$ cat src/rtl/uart_rxr.sv
// 8N1 UART receiver: synchronises the RX line, samples each bit at mid-period,
// emits good bytes with a one-cycle valid strobe and flags bad stop bits.
module uart_rxr #(
  parameter int CLKS_PER_BIT = 434
) (
  input  logic       i_clk,
  input  logic       i_rst_n,
  input  logic       i_rxline,
  output logic [7:0] o_byte,
  output logic       o_data_valid,
  output logic       o_framing_error,
  output logic       o_busy
);

  localparam int CW = $clog2(CLKS_PER_BIT);
  localparam logic [CW-1:0] HALF = CW'((CLKS_PER_BIT - 1) / 2);
  localparam logic [CW-1:0] LAST = CW'(CLKS_PER_BIT - 1);

  localparam logic [2:0] IDLE  = 3'd0;
  localparam logic [2:0] START = 3'd1;
  localparam logic [2:0] DATA  = 3'd2;
  localparam logic [2:0] STOP  = 3'd3;
  localparam logic [2:0] BRK   = 3'd4;

  logic          rx_m;
  logic          rx_s;
  logic [2:0]    state;
  logic [CW-1:0] cnt;
  logic [2:0]    idx;
  logic [7:0]    shift;

  always_ff @(posedge i_clk or negedge i_rst_n) begin
    if (!i_rst_n) begin
      rx_m            <= 1'b1;
      rx_s            <= 1'b1;
      state           <= IDLE;
      cnt             <= '0;
      idx             <= '0;
      shift           <= '0;
      o_byte          <= '0;
      o_data_valid    <= 1'b0;
      o_framing_error <= 1'b0;
    end else begin
      rx_m            <= i_rxline;
      rx_s            <= rx_m;
      o_data_valid    <= 1'b0;
      o_framing_error <= 1'b0;
      case (state)
        IDLE: begin
          if (!rx_s) begin
            state <= START;
            cnt   <= '0;
          end
        end
        // A start bit that is no longer low at its midpoint is a glitch
        START: begin
          if (cnt != HALF) begin
            cnt <= cnt + 1'b1;
          end else if (!rx_s) begin
            state <= DATA;
            cnt   <= '0;
            idx   <= '0;
          end else begin
            state <= IDLE;
          end
        end
        DATA: begin
          if (cnt != LAST) begin
            cnt <= cnt + 1'b1;
          end else begin
            shift[idx] <= rx_s;
            cnt        <= '0;
            if (idx == 3'd7) state <= STOP;
            else             idx   <= idx + 1'b1;
          end
        end
        // Returning to IDLE at mid-stop-bit lets a gapless next frame be caught
        STOP: begin
          if (cnt != LAST) begin
            cnt <= cnt + 1'b1;
          end else begin
            cnt <= '0;
            if (rx_s) begin
              o_byte       <= shift;
              o_data_valid <= 1'b1;
              state        <= IDLE;
            end else begin
              o_framing_error <= 1'b1;
              state           <= BRK;
            end
          end
        end
        // Hold here while the line is low so a break is not read as 0x00 bytes
        BRK: begin
          if (rx_s) state <= IDLE;
        end
        default: state <= IDLE;
      endcase
    end
  end

  assign o_busy = (state != IDLE);

endmodule

$ cat config.mk
export PLATFORM = sky130hd
export DESIGN_NAME = uart_rxr
export DESIGN_NICKNAME = d
export VERILOG_FILES = /design/src/rtl/uart_rxr.sv
export SDC_FILE = /design/constraint.sdc
export NUM_CORES = 1
export LEC_CHECK = 0
export ABC_AREA = 1
export CAP_MARGIN = 10
export CORE_AREA = 2 2 63 65
export DETAILED_ROUTE_END_ITERATION = 10
export DIE_AREA = 0 0 65 67
export GPL_TIMING_DRIVEN = 0
export MAX_ROUTING_LAYER = met4
export PLACE_DENSITY = 0.72
export SETUP_SLACK_MARGIN = 0.2
export SLEW_MARGIN = 0
export SYNTH_ARGS = -nofsm -noshare
export SYNTH_HDL_FRONTEND = slang
export SYNTH_SLANG_ARGS = --single-unit
$ cat constraint.sdc
create_clock -name i_clk -period 1.34 [get_ports i_clk]
set_input_delay 0.134 -clock i_clk [delete_from_list [all_inputs] [get_ports i_clk]]
set_output_delay 0.134 -clock i_clk [all_outputs]
set_load 0.005 [all_outputs]
== Yosys cells after proc, flatten, opt, wreduce, memory -nomap -nowiden ==
Index checks and enable logic that the tools add are counted.

* Reduce and logical (&&, ||, !) cells: 10
* $add $sub $neg: 2
* Mux-type cells: 27
* Eq/ne operators: 15
* Bitwise gates (word level): 1
* $lt $le $gt $ge: 2

{| class="wikitable"
|+ Operator list
! cell !! number
|-
| $mux W3 || 11
|-
| $mux W9 || 3
|-
| $pmux W9 S3 || 1
|-
| $ne A2 B2 Y1 const B || 8
|-
| $pmux W3 S5 || 1
|-
| $add A9 B1 Y9 const B || 1
|-
| $ne A9 B8 Y1 const B || 1
|-
| $ne A9 B9 Y1 const B || 1
|-
| $bwmux W8 || 1
|-
| $mux W1 || 7
|-
| $eq A3 B2 Y1 const B || 2
|-
| $eq A3 B3 Y1 const B || 2
|-
| $pmux W3 S2 || 1
|-
| $reduce_and A6 Y1 || 1
|-
| $reduce_bool A3 Y1 || 2
|-
| $reduce_and A5 Y1 || 1
|-
| $lt A3 B4 Y1 const B || 1
|-
| $add A3 B1 Y3 const B || 1
|-
| $demux W1 S3 || 1
|-
| $eq A3 B1 Y1 const B || 1
|-
| $ge A3 B1 Y1 const B || 1
|-
| $logic_not A3 Y1 || 1
|-
| $reduce_and A3 Y1 || 1
|-
| $mux W2 || 1
|-
| 5 further kinds || 5
|}

* Register bits: 35
* Logic and storage cells: 66
* Output and inout bits: 11
* Bits of input ports: 3

== Longest topological paths before layout ==
* Depth after elaboration: 5
* Mapped depth: 11
* Depth with buffers taken out: 11

== Worst setup path after synthesis ==
No wires, ideal clock.

* Kind: register to register
* From: register cnt[1]
* To: register o_byte[3]
* Clock period less this slack: 1.457 ns
* Buffers on the path: 0
* Library setup time: 0.119 ns
* Setup slack: -0.117 ns
* Data arrival time: 1.338 ns
* Required time: 1.221 ns
* Cell stages (with the launch flop): 9
* Cells stage by stage: dfrtp_1 inv_1 ha_1 nand2_1 nor2_2 nand2_4 nor3_4 nand2_1 o21a_1

* Longest elaborated chain between the ends: 3

{| class="wikitable"
|+ Ends and longest elaborated chain
! element !! line !! RTL
|-
| start, declared || 28 || <nowiki>logic [CW-1:0] cnt;</nowiki>
|-
| start signal, assigned || 58 || <nowiki>cnt <= cnt + 1'b1;</nowiki>
|-
| start signal, assigned || 69 || <nowiki>cnt <= cnt + 1'b1;</nowiki>
|-
| start signal, assigned || 80 || <nowiki>cnt <= cnt + 1'b1;</nowiki>
|-
| $ne A9 B9 Y1 || 79 || <nowiki>if (cnt != LAST) begin</nowiki>
|-
| $not A1 Y1 (no source line) || - ||
|-
| $reduce_and A3 Y1 (no source line) || - ||
|-
| end signal, assigned || 84 || <nowiki>o_byte <= shift;</nowiki>
|-
| end, declared || 9 || <nowiki>output logic [7:0] o_byte,</nowiki>
|}

Every way passes these cells.
A chain may end at the register's enable or synchronous reset.

== Worst setup path in the final report ==
* From: register cnt[0]
* To: register shift[7]

* Longest elaborated chain between the ends: 3

{| class="wikitable"
|+ Ends and longest elaborated chain
! element !! line !! RTL
|-
| $ne A9 B9 Y1 || 68 || <nowiki>if (cnt != LAST) begin</nowiki>
|-
| $not A1 Y1 (no source line) || - ||
|-
| $reduce_and A2 Y1 (no source line) || - ||
|-
| end signal, assigned by index || 71 || <nowiki>shift[idx] <= rx_s;</nowiki>
|-
| end, declared || 30 || <nowiki>logic [7:0] shift;</nowiki>
|}

Every way passes these cells.

==> results.txt <==
Internal -> 1.62 mW
Die area -> 4360 µm²
Critical path fanouts, max -> 7
Row Count -> 22
CP max stage delay -> 0.42 ns
# H-tree levels -> 2
Antenna Nets Post-Route -> 0
Combinational power share -> 0.021
Syn Area/Cell -> 8.56 µm²
CTS clk-pin slew, worst paths -> 0.07 ns
Synth warnings -> 0
Post-synth design cell area -> 1820 µm²
Setup_tns -> -6.11 ns
Area growth, synth to finish -> 44.0%
WL met2 -> 2.02 mm
Initial antenna violation count -> 0
Failing checks -> setup timing
CP arrival -> 1.78 ns
Num CTS Buffers -> 5
CP Launch Type -> flop
Minimum hold slack -> 0.241 ns
RSZ-0062 raised after global routing -> true
Fin crit share -> 1.20
Vias in the first global route -> 1,347
Routability cong. -> 0.798
Synth top area cells -> dfrtp_1 (45%), nand2_1 (12%), o21ai_1 (6.3%)
Synth area leader -> dfrtp_1
Final min period -> 1.60 ns
WS Path Type -> reg -> reg
Die height -> 67 µm
Diode count -> 0
Die W -> 65 µm
Power per cell area -> 789 nW/µm²
I/O Pins -> 14
Initial DRC Count -> 43
Wire length on met1 -> 1.84 mm
Worst IR Drop VDD -> 1.04 mV
Yosys reg bits -> 35
Synth Net Count -> 221
Maxcap violations -> 0
First-pass GRT wire length -> 6.27 mm
Clock Latency Late Sink -> 0.29 ns
Final Skew -> 0.00262 ns
CP cell instances -> buf_6 -> ha_4 -> nand2_4 -> nor2_4 -> nand2_4 -> nor2_4 -> buf_6 -> nand3_2 -> nand2_1 -> o21ai_1
Placed Instances -> 274
Layout cells sized above 1 -> 0.429
CP Capture Type -> flop
Final wirelength -> 4.14 mm
Routed len/inst -> 13.4 µm
Critical Path RT -> 1.52 ns
Leak -> 1.21 nW
CTS Buffer Depth -> 2
Final slew viol count -> 0
Worst hold path class -> in -> reg
Dpl hpwl -> 2.38 mm
Starting Density -> 0.506
Seq pwr share -> 0.513
Status -> complete, but fails checks
DRC viols -> 0
CTS tree -> done
Final WS setup -> -0.263 ns
Largest net degree at the start of global routing -> 36
Max_slew headroom -> 0.684
Grt ovf -> 0
Share of Yosys cell area claimed by the top area cell type -> 0.453
First drt pass iteration count -> 4
Routed vias -> 1,546
Final setup viols -> 32
Top layer in use -> met4
Root buffer cell -> clkbuf_8
Worst-Margin Slew -> 0.474 ns
Achievable Freq -> 624 MHz
Dpl ws -> -0.307 ns
Post-Syn Instances -> 213
Switch share -> 0.216
Critical path's slowest cell -> dfrtp_2
Total Nets Final -> 268
Hold Fails Final Rpt -> 0
I/O Buffers -> 13
Core footprint -> 3610 µm²
Met3 wire len -> 180 µm
Clock power frac -> 0.466
Switching power -> 0.448 mW
# clock sinks -> 35
Vias per cell -> 5.00
Gr usage total -> 0.200
Netlist cell types -> 31
Final std cells w/o fill -> 309
Seq/Total Area, Yosys -> 0.481
## cells in the final DEF (no fill, tap or decap), types with 3 or more instances in the layout
master / instances
buf_4: 15
buf_6: 13
clkbuf_8: 5
dfrtp_1: 28
dfrtp_2: 5
dlygate4sd2_1: 10
ha_4: 3
inv_1: 20
inv_2: 6
nand2_1: 40
nand2_2: 15
nand2_4: 7
nand3_1: 8
nand3_2: 9
nand3_4: 3
nor2_1: 9
nor2_4: 6
o21ai_1: 18
o21ai_2: 5
xor2_1: 4
## cell usage after synthesis
master    count
buf_6         1
clkinv_2      1
buf_2         1
nand3_2       2
o22ai_1       2
dfrtp_1      33
nor3_4        2
o21a_1        2
xor2_1        4
nor2_2        1
o21bai_1      1
nor3_1        1
or2_1         1
nand3_1      18
nor2_1       12
o21ai_0       1
nand2_2       1
a31oi_1       1
a21oi_2       1
ha_1          5
o21ai_1      23
nor3_2        1
nor2_8        1
nand2_1      58
a21oi_1       1
inv_1        23
inv_2         4
nand2_4       4
nor2_4        3
dfstp_2       2
nand4_1       2
## timing repair
| item | CTS | global route |
|---|---|---|
| setup endpoints to repair | 44 | 39 |
| hold buffers | 1 | 0 |
| pin swaps | 13 | 19 |
| setup buffers | 19 | 7 |
| resized for setup | 20 | 53 |
| hold endpoints to repair | 33 | 0 |
## per-layer routing
metal  vias up  global-route usage
li1        782                   -
met1       726               0.256
met2        30               0.294
met3         8              0.0625
met4         0              0.0851
met5         -                   -
## per-stage QoR
| stage | util | power (mW) | instance area [µm²] |
|---|---|---|---|
| final | 0.728 | 2.07 | 2630 |
| after global routing | 0.728 | 2.15 | 2630 |
| after CTS | 0.661 | 2.08 | 2380 |
| after detailed placement | 0.582 | 1.12 | 2100 |
| after global placement | 0.583 | 1.12 | 2100 |
| after floorplan | - | 1.09 | 1910 |
## area by class of cell
cell class,count,area [µm²]
Multi-Input combinational cell,148,1080
Fill cell,246,980
Sequential cell,35,885
Timing Repair Buffer,40,360
Inverter,28,113
Clock buffer,5,68.8
Tap cell,48,60.1
Clock inverter,3,43.8
Buffer,2,18.8
## critical path, delay by kind of cell, from the launching register on
| family | cells | cell delay (ns) |
|---|---|---|
| DFF | 1 | 0.42 |
| buffers and inverters | 2 | 0.27 |
| and+or+nand+nor | 6 | 0.61 |
| adders and majority gates | 1 | 0.12 |
| AOI/OAI and AO/OA | 1 | 0.06 |
## flip-flops by register name, indices dropped and copies added (netlist names)
register	flops
shift	8
rx_s	1
cnt	9
o_data_valid	1
o_framing_error	1
idx	3
state	3
o_byte	8
rx_m	1
## power groups by stage
stage                     logic, mW  registers (mW)  clock network (mW)
after global placement       0.0402            1.08                   0
final                        0.0439            1.06               0.965
after CTS                    0.0418            1.06               0.977
after floorplan              0.0107            1.08                   0
after detailed placement     0.0388            1.08                   0
after global routing         0.0498            1.06                1.03
## final timing paths
| kind | start | slack (ns) | endpoint | cells after the start |
|---|---|---|---|---|
| worst min-delay path | i_rxline | 0.24 | rx_m | 1 |
| min in group asynchronous | i_rst_n | 0.35 | cnt[7] | 2 |
| worst max register to register | cnt[0] | -0.26 | shift[7] | 10 |
| worst min register to register | rx_m | 0.36 | rx_s | 0 |
| worst max-delay path | cnt[0] | -0.26 | shift[7] | 10 |
| max in group asynchronous | i_rst_n | 0.64 | idx[1] | 2 |
## cell families after synthesis
kind of cell | synth area share
adders and majority gates | 0.0343
and+or+nand+nor | 0.302
DFF | 0.481
xor gates and xnor gates | 0.0192
buffers and inverters | 0.0672
AOI/OAI and AO/OA | 0.0960
Note: power is estimated with default switching activity, not from simulation.
